$ cat config.mk
export PLATFORM = sky130hd
export DESIGN_NAME = wb_spi_master
export DESIGN_NICKNAME = d
export VERILOG_FILES = /design/src/rtl/spi_pkg.sv /design/src/rtl/spi_shifter.sv /design/src/rtl/wb_spi_master.sv
export SDC_FILE = /design/constraint.sdc
export NUM_CORES = 1
export LEC_CHECK = 0
export BUFFER_PORTS_ARGS = -buffer_cell sky130_fd_sc_hd__clkbuf_2
export CAP_MARGIN = 0
export CORE_ASPECT_RATIO = 0.7
export CORE_UTILIZATION = 48
export DETAILED_ROUTE_END_ITERATION = 8
export PLACE_DENSITY = 0.84
export SLEW_MARGIN = 20
export SYNTH_ARGS = -nofsm -noshare
export SYNTH_HDL_FRONTEND = slang
export SYNTH_SLANG_ARGS = --single-unit
$ cat constraint.sdc
create_clock -name clk_i -period 2 [get_ports clk_i]
set_clock_uncertainty 0.1 [all_clocks]
set_input_delay 0.2 -clock clk_i [delete_from_list [all_inputs] [get_ports clk_i]]
set_output_delay 0.2 -clock clk_i [all_outputs]
set_load 0.02 [all_outputs]
$ cat src/rtl/spi_pkg.sv
// Shared register map, bit positions and shifter state type for the Wishbone SPI master.
package spi_pkg;

  localparam logic [7:0] DefaultDiv = 8'd3;

  localparam logic [2:0] AdrCtrl   = 3'd0;
  localparam logic [2:0] AdrClkdiv = 3'd1;
  localparam logic [2:0] AdrTx     = 3'd2;
  localparam logic [2:0] AdrRx     = 3'd3;
  localparam logic [2:0] AdrStatus = 3'd4;

  localparam int unsigned CtrlEn    = 0;
  localparam int unsigned CtrlCs    = 1;
  localparam int unsigned CtrlIrqEn = 2;

  localparam int unsigned StatBusy = 0;
  localparam int unsigned StatDone = 1;
  localparam int unsigned StatOvr  = 2;

  typedef enum logic [1:0] {StIdle, StLow, StHigh} spi_state_e;

endpackage

$ cat src/rtl/spi_shifter.sv
// SPI mode-0 byte engine: clock divider, phase FSM, bit counter and tx/rx shift registers.
module spi_shifter
  import spi_pkg::*;
(
  input  logic       clk,
  input  logic       rst,
  input  logic       en,
  input  logic       start,
  input  logic [7:0] div,
  input  logic [7:0] tx_byte,
  input  logic       miso,
  output logic       sck,
  output logic       mosi,
  output logic       busy,
  output logic       done,
  output logic [7:0] rx_byte
);

  spi_state_e state_q, state_d;
  logic [7:0] div_q, div_d;
  logic [7:0] cnt_q, cnt_d;
  logic [2:0] bit_q, bit_d;
  logic [7:0] tx_q, tx_d;
  logic [7:0] rx_q, rx_d;
  logic       tick;

  always_ff @(posedge clk or posedge rst) begin
    if (rst) begin
      state_q <= StIdle;
      div_q   <= '0;
      cnt_q   <= '0;
      bit_q   <= '0;
      tx_q    <= '0;
      rx_q    <= '0;
    end else begin
      state_q <= state_d;
      div_q   <= div_d;
      cnt_q   <= cnt_d;
      bit_q   <= bit_d;
      tx_q    <= tx_d;
      rx_q    <= rx_d;
    end
  end

  always_comb begin
    state_d = state_q;
    div_d   = div_q;
    cnt_d   = cnt_q;
    bit_d   = bit_q;
    tx_d    = tx_q;
    rx_d    = rx_q;
    done    = 1'b0;
    tick    = (cnt_q == div_q);
    unique case (state_q)
      StIdle: begin
        if (start) begin
          state_d = StLow;
          div_d   = div;
          cnt_d   = '0;
          bit_d   = '0;
          tx_d    = tx_byte;
        end
      end
      StLow: begin
        if (!en) begin
          state_d = StIdle;
          cnt_d   = '0;
          bit_d   = '0;
        end else if (tick) begin
          // Rising sck edge: capture miso while mosi stays put for the whole high phase.
          state_d = StHigh;
          cnt_d   = '0;
          rx_d    = {rx_q[6:0], miso};
        end else begin
          cnt_d = cnt_q + 8'd1;
        end
      end
      StHigh: begin
        if (!en) begin
          state_d = StIdle;
          cnt_d   = '0;
          bit_d   = '0;
        end else if (tick) begin
          cnt_d = '0;
          if (bit_q == 3'd7) begin
            state_d = StIdle;
            bit_d   = '0;
            done    = 1'b1;
          end else begin
            state_d = StLow;
            bit_d   = bit_q + 3'd1;
            tx_d    = {tx_q[6:0], 1'b0};
          end
        end else begin
          cnt_d = cnt_q + 8'd1;
        end
      end
      default: state_d = StIdle;
    endcase
  end

  assign sck     = (state_q == StHigh);
  assign busy    = (state_q != StIdle);
  assign mosi    = busy & tx_q[7];
  assign rx_byte = rx_q;

endmodule

$ cat src/rtl/wb_spi_master.sv
// Wishbone classic slave exposing control/status registers around an 8-bit SPI master.
module wb_spi_master
  import spi_pkg::*;
#(
  parameter logic [7:0] DEFAULT_DIV = DefaultDiv
) (
`ifdef USE_POWER_PINS
  input  logic        vccd1,
  input  logic        vssd1,
`endif
  input  logic        clk_i,
  input  logic        rst,
  input  logic [31:0] wb_dat_i,
  input  logic [8:0]  wb_adr_i,
  input  logic [3:0]  wb_sel_i,
  input  logic        wb_we_i,
  input  logic        wb_cyc_i,
  input  logic        wb_stb_i,
  output logic [31:0] wb_dat_o,
  output logic        wb_ack_o,
  output logic        spi_sck_o,
  output logic        spi_csb_o,
  output logic        spi_mosi_o,
  input  logic        spi_miso_i,
  output logic        irq_o
);

  logic       ack_q;
  logic [2:0] ctrl_q;
  logic [7:0] clkdiv_q;
  logic [7:0] rxdata_q;
  logic       done_q, done_d;
  logic       ovr_q, ovr_d;

  logic [2:0] adr;
  logic       req, wr, rd, tx_wr, st_wr, start;
  logic       busy, sh_done;
  logic [7:0] rx_byte;
  logic [7:0] rd_data;
  logic       unused_bits;

  assign unused_bits = ^{wb_adr_i[8:3], wb_sel_i[3:1], wb_dat_i[31:8]};

  assign adr   = wb_adr_i[2:0];
  assign req   = wb_cyc_i & wb_stb_i & ~ack_q;
  // Register side effects land on the edge that closes the ack cycle.
  assign wr    = ack_q & wb_we_i & wb_sel_i[0];
  assign rd    = ack_q & ~wb_we_i;
  assign tx_wr = wr & (adr == AdrTx);
  assign st_wr = wr & (adr == AdrStatus);
  assign start = tx_wr & ctrl_q[CtrlEn] & ~busy;

  // A completing transfer beats a same-cycle clear.
  assign done_d = sh_done | (done_q & ~((rd & (adr == AdrRx)) | (st_wr & wb_dat_i[StatDone])));
  assign ovr_d  = (tx_wr & busy & ctrl_q[CtrlEn]) | (ovr_q & ~(st_wr & wb_dat_i[StatOvr]));

  always_ff @(posedge clk_i or posedge rst) begin
    if (rst) begin
      ack_q    <= 1'b0;
      ctrl_q   <= '0;
      clkdiv_q <= DEFAULT_DIV;
      rxdata_q <= '0;
      done_q   <= 1'b0;
      ovr_q    <= 1'b0;
    end else begin
      ack_q  <= req;
      done_q <= done_d;
      ovr_q  <= ovr_d;
      if (wr && adr == AdrCtrl)   ctrl_q   <= wb_dat_i[2:0];
      if (wr && adr == AdrClkdiv) clkdiv_q <= wb_dat_i[7:0];
      if (sh_done)                rxdata_q <= rx_byte;
    end
  end

  always_comb begin
    rd_data = '0;
    case (adr)
      AdrCtrl:   rd_data = {5'b0, ctrl_q};
      AdrClkdiv: rd_data = clkdiv_q;
      AdrRx:     rd_data = rxdata_q;
      AdrStatus: rd_data = {5'b0, ovr_q, done_q, busy};
      default:   rd_data = '0;
    endcase
  end

  assign wb_ack_o  = ack_q;
  assign wb_dat_o  = ack_q ? {24'b0, rd_data} : 32'b0;
  assign spi_csb_o = ~ctrl_q[CtrlCs];
  assign irq_o     = ctrl_q[CtrlIrqEn] & done_q;

  spi_shifter u_shifter (
    .clk     (clk_i),
    .rst     (rst),
    .en      (ctrl_q[CtrlEn]),
    .start   (start),
    .div     (clkdiv_q),
    .tx_byte (wb_dat_i[7:0]),
    .miso    (spi_miso_i),
    .sck     (spi_sck_o),
    .mosi    (spi_mosi_o),
    .busy    (busy),
    .done    (sh_done),
    .rx_byte (rx_byte)
  );

endmodule

==> impl_results.md, run 1 <==
- Antenna violations before repair: 0
- Row count: 24
- Net Switching: 721 µW
- Mapped Cells: around 280
- Pwr Density: 759 nW/µm²
- Synthesis-to-layout area growth: 24.5%
- Via count: 2381
- Yosys reg bits: ~60
- Switching Share: 0.236
- Top cell type by total area after synthesis: dfrtp_1
- Post-place instance area: about 3600 µm²
- Async SR Flop Fraction: 1.00
- Min Tclk post-route: just over 2 ns
- CTS root buffer: clkbuf_8
- EDFF count, synth: 0
- Final WS setup: -0.0254 ns
- Achievable Freq: between 400 and 500 MHz
- Slew Limit Fails: 0
- Comb pwr share: 0.110
- Most common cell in the netlist: dfrtp_1
- Reg clk slew, reported paths: 0.07 ns
- Post-synthesis sequential area ratio: 0.457
- Final hold violations: 0
- Die area: 7080 µm²
- Antenna Nets Post-Route: 0
- Total track usage: 0.222
- Critical path class: reg -> reg
- Yosys top cell area share: 0.441
- Via density: 5.33
- Hold_ws: 0.0233 ns
- Status: finished, violations left
- CTS max path bufs: 2
- Pin slew with the least headroom to its limit: 0.518 ns
- Worst setup EP type: flop
- Fin crit share: 1.01
- RSZ-0062 raised after global routing: true
- Internal power: about 2300 µW
- Final GP Congestion: about 0.85
- Core Util, Final: 0.633
- Synth Cell Area: 3230 µm²
- Remaining DRCs: 0
- Nets: 410
- Maximum VDD drop: 0.000552 V
- GR Overflow Total: 0
- Most used DFF post-synth: dfrtp_1
- Layout filler cell count: 498
- Largest fanout on the critical path: 8
- # clock sinks: 59
- Static leakage: 0.00195 µW
- Commonest cells post-synth: 57 x dfrtp_1, 41 x mux2_2, 24 x buf_4
- Total CTS buffers: 9
- Max Cap Viol: 0
- Initial Utilization: 0.508
- Setup violations, final: 15
- CTS tree: done
- Area of the multi-input gates: 1660 µm²
- H-Tree Depth: 3
- Register area: between 1000 and 1500 µm²
- Sequential power share: 0.440
- DR WL/cell: about 16 µm
- Worst skew pair latency: 0.35 ns
- Crit start category: flop
- Largest net degree at the start of global routing: 60
- Diode count: 0
- Failing checks: negative setup slack
- Die X: 100 µm
- Cell variety after synth: 48
- Mean Syn Cell Area: 11.4 µm²
- Vias in the first global route: about 2500
- Die Span Y: 70.7 µm
- Final Non-Filler Cells: 447
- 1st-pass router iterations: 4
- Worst EP arrival: 2.15 ns
- Placed Instances: 422
- Share of cells above drive strength 1: 0.390
- First-pass GRT wire length: 11800 µm
- I/O pin count: 88
- Clock power frac: 0.449
- Rel. slew slack: 0.654
- Hold WC Path Type: in -> reg
- Post-Place Worst Slack: -0.134 ns
- DP HPWL: approximately 5000 µm
- WL final: 7170 µm
- Synth top area cells: dfrtp_1 44%, mux2_2 14%, buf_4 5.6%, mux2_4 3.7%, mux2i_1 3.1%
- Initial DRC Count: 147
- Final Cell Area: 4030 µm²
- Port bufs: 30
- Yosys Warn Count: 0
- Critical Path RT: 2.13 ns
- Core Area: 6370 µm²
-- cell families (layout without fill, tap and decap cells) --
| group | Yosys count | in the layout | share of synthesized area |
|---|---|---|---|
| compound gates | 38 | 38 | 0.0781 |
| buf+inv | 42 | 91 | 0.0866 |
| xor+xnor | 8 | 8 | 0.0217 |
| flops | 59 | 59 | 0.457 |
| simple gates | 70 | 70 | 0.117 |
| fa+ha+maj | 7 | 7 | 0.0271 |
| other cells | 1 | 24 | 0.00116 |
| mux | 59 | 59 | 0.211 |
-- per-layer routing --
metal,GRT usage,up-vias,part of all wire
met1,0.300,1189,0.47
met3,0.0810,10,0.061
met5,0,-,0
met2,0.336,92,0.45
met4,0.0660,0,0.014
li1,-,1090,-
-- worst max-delay path, stage by stage, from the launching register on --
cell and delay (ns):
dfrtp_1 0.40, xor2_1 0.16, nor4_2 0.37, nand3_2 0.23, o21ai_4 0.20, buf_12 0.15
mux2_4 0.30
-- layout by cell type, fill, tap and decap left out, types with 4 or more instances in the layout --
cell,n
nand3_1,10
nand2b_1,4
buf_4,26
nor3_1,4
ha_1,6
mux2_4,23
conb_1,24
a21oi_1,5
clkbuf_2,29
inv_1,6
nor2_1,15
o21ai_0,13
dlygate4sd3_1,8
clkbuf_8,11
xor2_1,8
nand2_1,16
mux2_2,26
dfrtp_1,57
mux2i_1,10
-- registers in the layout, indices dropped and copies added, names as in the netlist, 2 cells and up --
name,count
u_shifter.cnt_q,8
u_shifter.tx_q,8
clkdiv_q,8
u_shifter.div_q,8
u_shifter.bit_q,3
rxdata_q,8
u_shifter.rx_byte,8
ctrl_q,3
u_shifter.state_q,2
-- layout make-up --
cell class              instances  area share
multi-input cells             206       0.412
well taps                      91      0.0283
inverters                       9     0.00839
repair buffers                 67       0.122
flip-flops and latches         59       0.367
clock inverters                 4      0.0242
clock buffers                  11      0.0376
-- metrics by stage --
step / power (µW) / setup TNS, ns
2_1_floorplan: 1590 / 0
6_report: 3060 / -0.262
3_3_place_gp: 1640 / -0.529
3_5_place_dp: 1660 / -1.59
5_1_grt: 3160 / -2.28
4_1_cts: 3070 / -0.137
-- path summary, 6_finish.rpt --
check | slack [ns] | start | depth (start not counted) | end
worst min-delay path | 0.02 | wb_dat_i[6] | 2 | clkdiv_q[6]
max in group asynchronous | 1.14 | rst | 4 | clkdiv_q[0]
worst max-delay path | -0.03 | u_shifter.cnt_q[6] | 6 | u_shifter.tx_q[4]
worst min register to register | 0.40 | ovr_q | 1 | ovr_q
min in group asynchronous | 0.34 | rst | 4 | u_shifter.tx_q[4]
worst max register to register | -0.03 | u_shifter.cnt_q[6] | 6 | u_shifter.tx_q[4]
-- power groups by stage --
stage	combinational, µW	sequential, µW	clock (µW)
4_1_cts	335	1340	1390
3_3_place_gp	281	1360	0
6_report	337	1350	1370
2_1_floorplan	241	1350	0
3_5_place_dp	291	1360	0
5_1_grt	370	1360	1440
-- what timing repair did --
item	4_1_cts	5_1_grt
gates resized for setup	12	18
setup endpoints to repair	21	35
hold buffers	8	0
buffers inserted	3	0
pin swaps	4	4
hold endpoints to repair	63	0
Note: power is estimated with default switching activity, not from simulation.
==> run 2: changes to the inputs <==
PLACE_DENSITY = 0.77   (was 0.84)
==> run 2 against run 1 <==
The run still ends with negative setup slack left. Die area is the same. Core utilization shrank 1.7 points. Total power shrank 9.7%. Clock power shrank 21%. Flip-flop and latch count is the same. Hold slack lost 0.0018 ns. Critical endpoint is now u_shifter.tx_q[6]. Non-clock buffer count shrank 2. Count of clock-buffer cells in the layout grew 2.
==> impl_results.md, run 2 (synthesized netlist as in run 1, its figures left out) <==
- Status: finished, violations left
- Failing checks: negative setup slack
- Reg clk slew, reported paths: 0.06 ns (about the same)
- Layout filler cell count: 525 (+5.4%)
- Hold Path Stages: 2 (unchanged)
- CP peak stage delay: 0.39 ns (about the same)
- Pin slew with the least headroom to its limit: 0.571 ns (+0.0530 ns)
- Port bufs: 30 (unchanged)
- Sequential power share: 0.488 (+0.048)
- Nets: 408 (-0.49%)
- Static leakage: 0.00191 µW (-1.9%)
- CTS max path bufs: 2 (unchanged)
- Hold_ws: 0.0215 ns (-0.00180 ns)
- Total track usage: 0.201 (-0.0205)
- Antenna Nets Post-Route: 0 (unchanged)
- Die X: 100 µm (unchanged)
- Die Span Y: 70.7 µm (unchanged)
- Vias in the first global route: 2203 (-11%)
- Design Power: 2760 µW (-9.7%)
- Antenna violations before repair: 0 (unchanged)
- Commonest non-fill, non-tap cell in the layout: dfrtp_1
- WL final: 6730 µm (-6.1%)
- GR Overflow Total: 0 (unchanged)
- I/O pin count: 88 (unchanged)
- Crit start category: flop
- Hold WC Path Type: in -> reg
- Maximum VDD drop: 0.000474 V (-14%)
- 1st-pass router iterations: 5 (+1)
- Final hold violations: 0 (unchanged)
- Final GP Congestion: 0.880 (+3.8%)
- Crit path cell chain: xor2_1, nor4_2, nand3_2, o21ai_4, buf_12, mux2_4
- Via count: 2309 (-3.0%)
- Final WS setup: -0.0395 ns (-0.0141 ns)
- Diode count: 0 (unchanged)
- Final Cell Area: 3920 µm² (-2.7%)
- Largest fanout on the critical path: 8 (unchanged)
- Critical path class: reg -> reg
- Row count: 24 (unchanged)
- Initial Utilization: 0.508 (unchanged)
- Slew Limit Fails: 0 (unchanged)
- Via density: 5.19 (-2.6%)
- Pwr Density: 704 nW/µm² (-7.2%)
- Post-Place Worst Slack: -0.104 ns (+0.0296 ns)
- Initial DRC Count: 97 (-34%)
- RSZ-0062 raised after global routing: true
- Synthesis-to-layout area growth: 21.1%
- H-Tree Depth: 3 (unchanged)
- Setup violations, final: 15 (unchanged)
- Final Non-Filler Cells: 445 (-0.45%)
- Total CTS buffers: 9 (unchanged)
- CTS root buffer: clkbuf_8
- DR WL/cell: 15.1 µm (-5.7%)
- Fin crit share: 1.02 (+0.00704)
- Worst skew pair latency: 0.34 ns (about the same)
- Die area: 7080 µm² (unchanged)
- Post-place instance area: 3520 µm² (-0.99%)
- Net Switching: 681 µW (-5.5%)
- Core Area: 6370 µm² (unchanged)
- Clock power frac: 0.393 (-0.056)
- DP HPWL: 4920 µm (-2.3%)
- # clock sinks: 59 (unchanged)
- Rel. slew slack: 0.619 (-0.0352)
- Comb pwr share: 0.118 (+0.008)
- Largest net degree at the start of global routing: 28 (-53%)
- Internal power: 2080 µW (-11%)
- Slowest cell on crit path: dfrtp_1
- Remaining DRCs: 0 (unchanged)
- Worst setup EP type: flop
- Most frequent cells in the layout: 57 x dfrtp_1, 29 x clkbuf_2, 29 x buf_4, 26 x mux2_2, 24 x conb_1
- Switching Share: 0.247 (+0.0111)
- First-pass GRT wire length: 10800 µm (-8.6%)
- Min Tclk post-route: 2.04 ns (+0.0141 ns)
- Critical Path RT: 2.12 ns (about the same)
- Placed Instances: 419 (-0.71%)
- Achievable Freq: 490 MHz (-0.69%)
- Max Cap Viol: 0 (unchanged)
- Worst EP arrival: 2.16 ns (about the same)
- Worst reg2reg path depth: 6 (unchanged)
- Share of cells above drive strength 1: 0.384 (-0.00627)
- CTS tree: done
run 2: what timing repair did:
item                                    CTS  global route
gates resized for setup                   8            19
hold buffers                              5             0
endpoints found under the setup margin   19            27
hold endpoints to repair                 26             0
buffers inserted                          3             3
cloned                                    0             0
pin swaps                                 4             8
run 2: power by group through the flow:
stage	sequential [µW]	clock, µW	combinational, µW
finish	1350	1080	327
global route	1360	1160	358
CTS	1340	1120	315
detailed placement	1360	0	288
global placement	1360	0	280
floorplan	1350	0	241
run 2: final timing paths:
| check | from | end | slack, ns |
|---|---|---|---|
| max reg2reg | u_shifter.cnt_q[1] | u_shifter.tx_q[6] | -0.04 |
| max in group asynchronous | rst | u_shifter.cnt_q[3] | 0.80 |
| min | wb_dat_i[3] | clkdiv_q[3] | 0.02 |
| min reg2reg | ovr_q | ovr_q | 0.39 |
| min in group asynchronous | rst | u_shifter.tx_q[5] | 0.36 |
| max | u_shifter.cnt_q[1] | u_shifter.tx_q[6] | -0.04 |
run 2: worst max-delay path: cells and delay by family (launching register included):
family | cells | cell delay (ns)
simple gates | 2 | 0.59
flops | 1 | 0.39
mux | 1 | 0.30
compound gates | 1 | 0.22
xor+xnor | 1 | 0.18
buf+inv | 1 | 0.15
run 2: metal layers:
metal,vias up,global-route usage,part of all wire
met5,-,0,0
met4,0,0.0499,0.0048
met3,4,0.0682,0.057
met2,74,0.288,0.44
met1,1144,0.294,0.50
li1,1087,-,-
run 2: layout make-up:
type | instances | area, µm² | share of cell area
Inverter | 9 | 36.3 | 0.00926
Clock buffer | 13 | 159 | 0.0406
Timing Repair Buffer | 65 | 453 | 0.116
Multi-Input combinational cell | 206 | 1640 | 0.419
Sequential cell | 59 | 1480 | 0.378
Tap cell | 91 | 114 | 0.0291
Clock inverter | 2 | 35.0 | 0.00894
run 2: per-stage QoR:
step                      utilization  setup TNS, ns
after floorplan                     -              0
after global placement          0.553         -0.480
after detailed placement        0.553          -1.12
after CTS                       0.600         -0.272
after global routing            0.615          -1.67
final                           0.615         -0.340
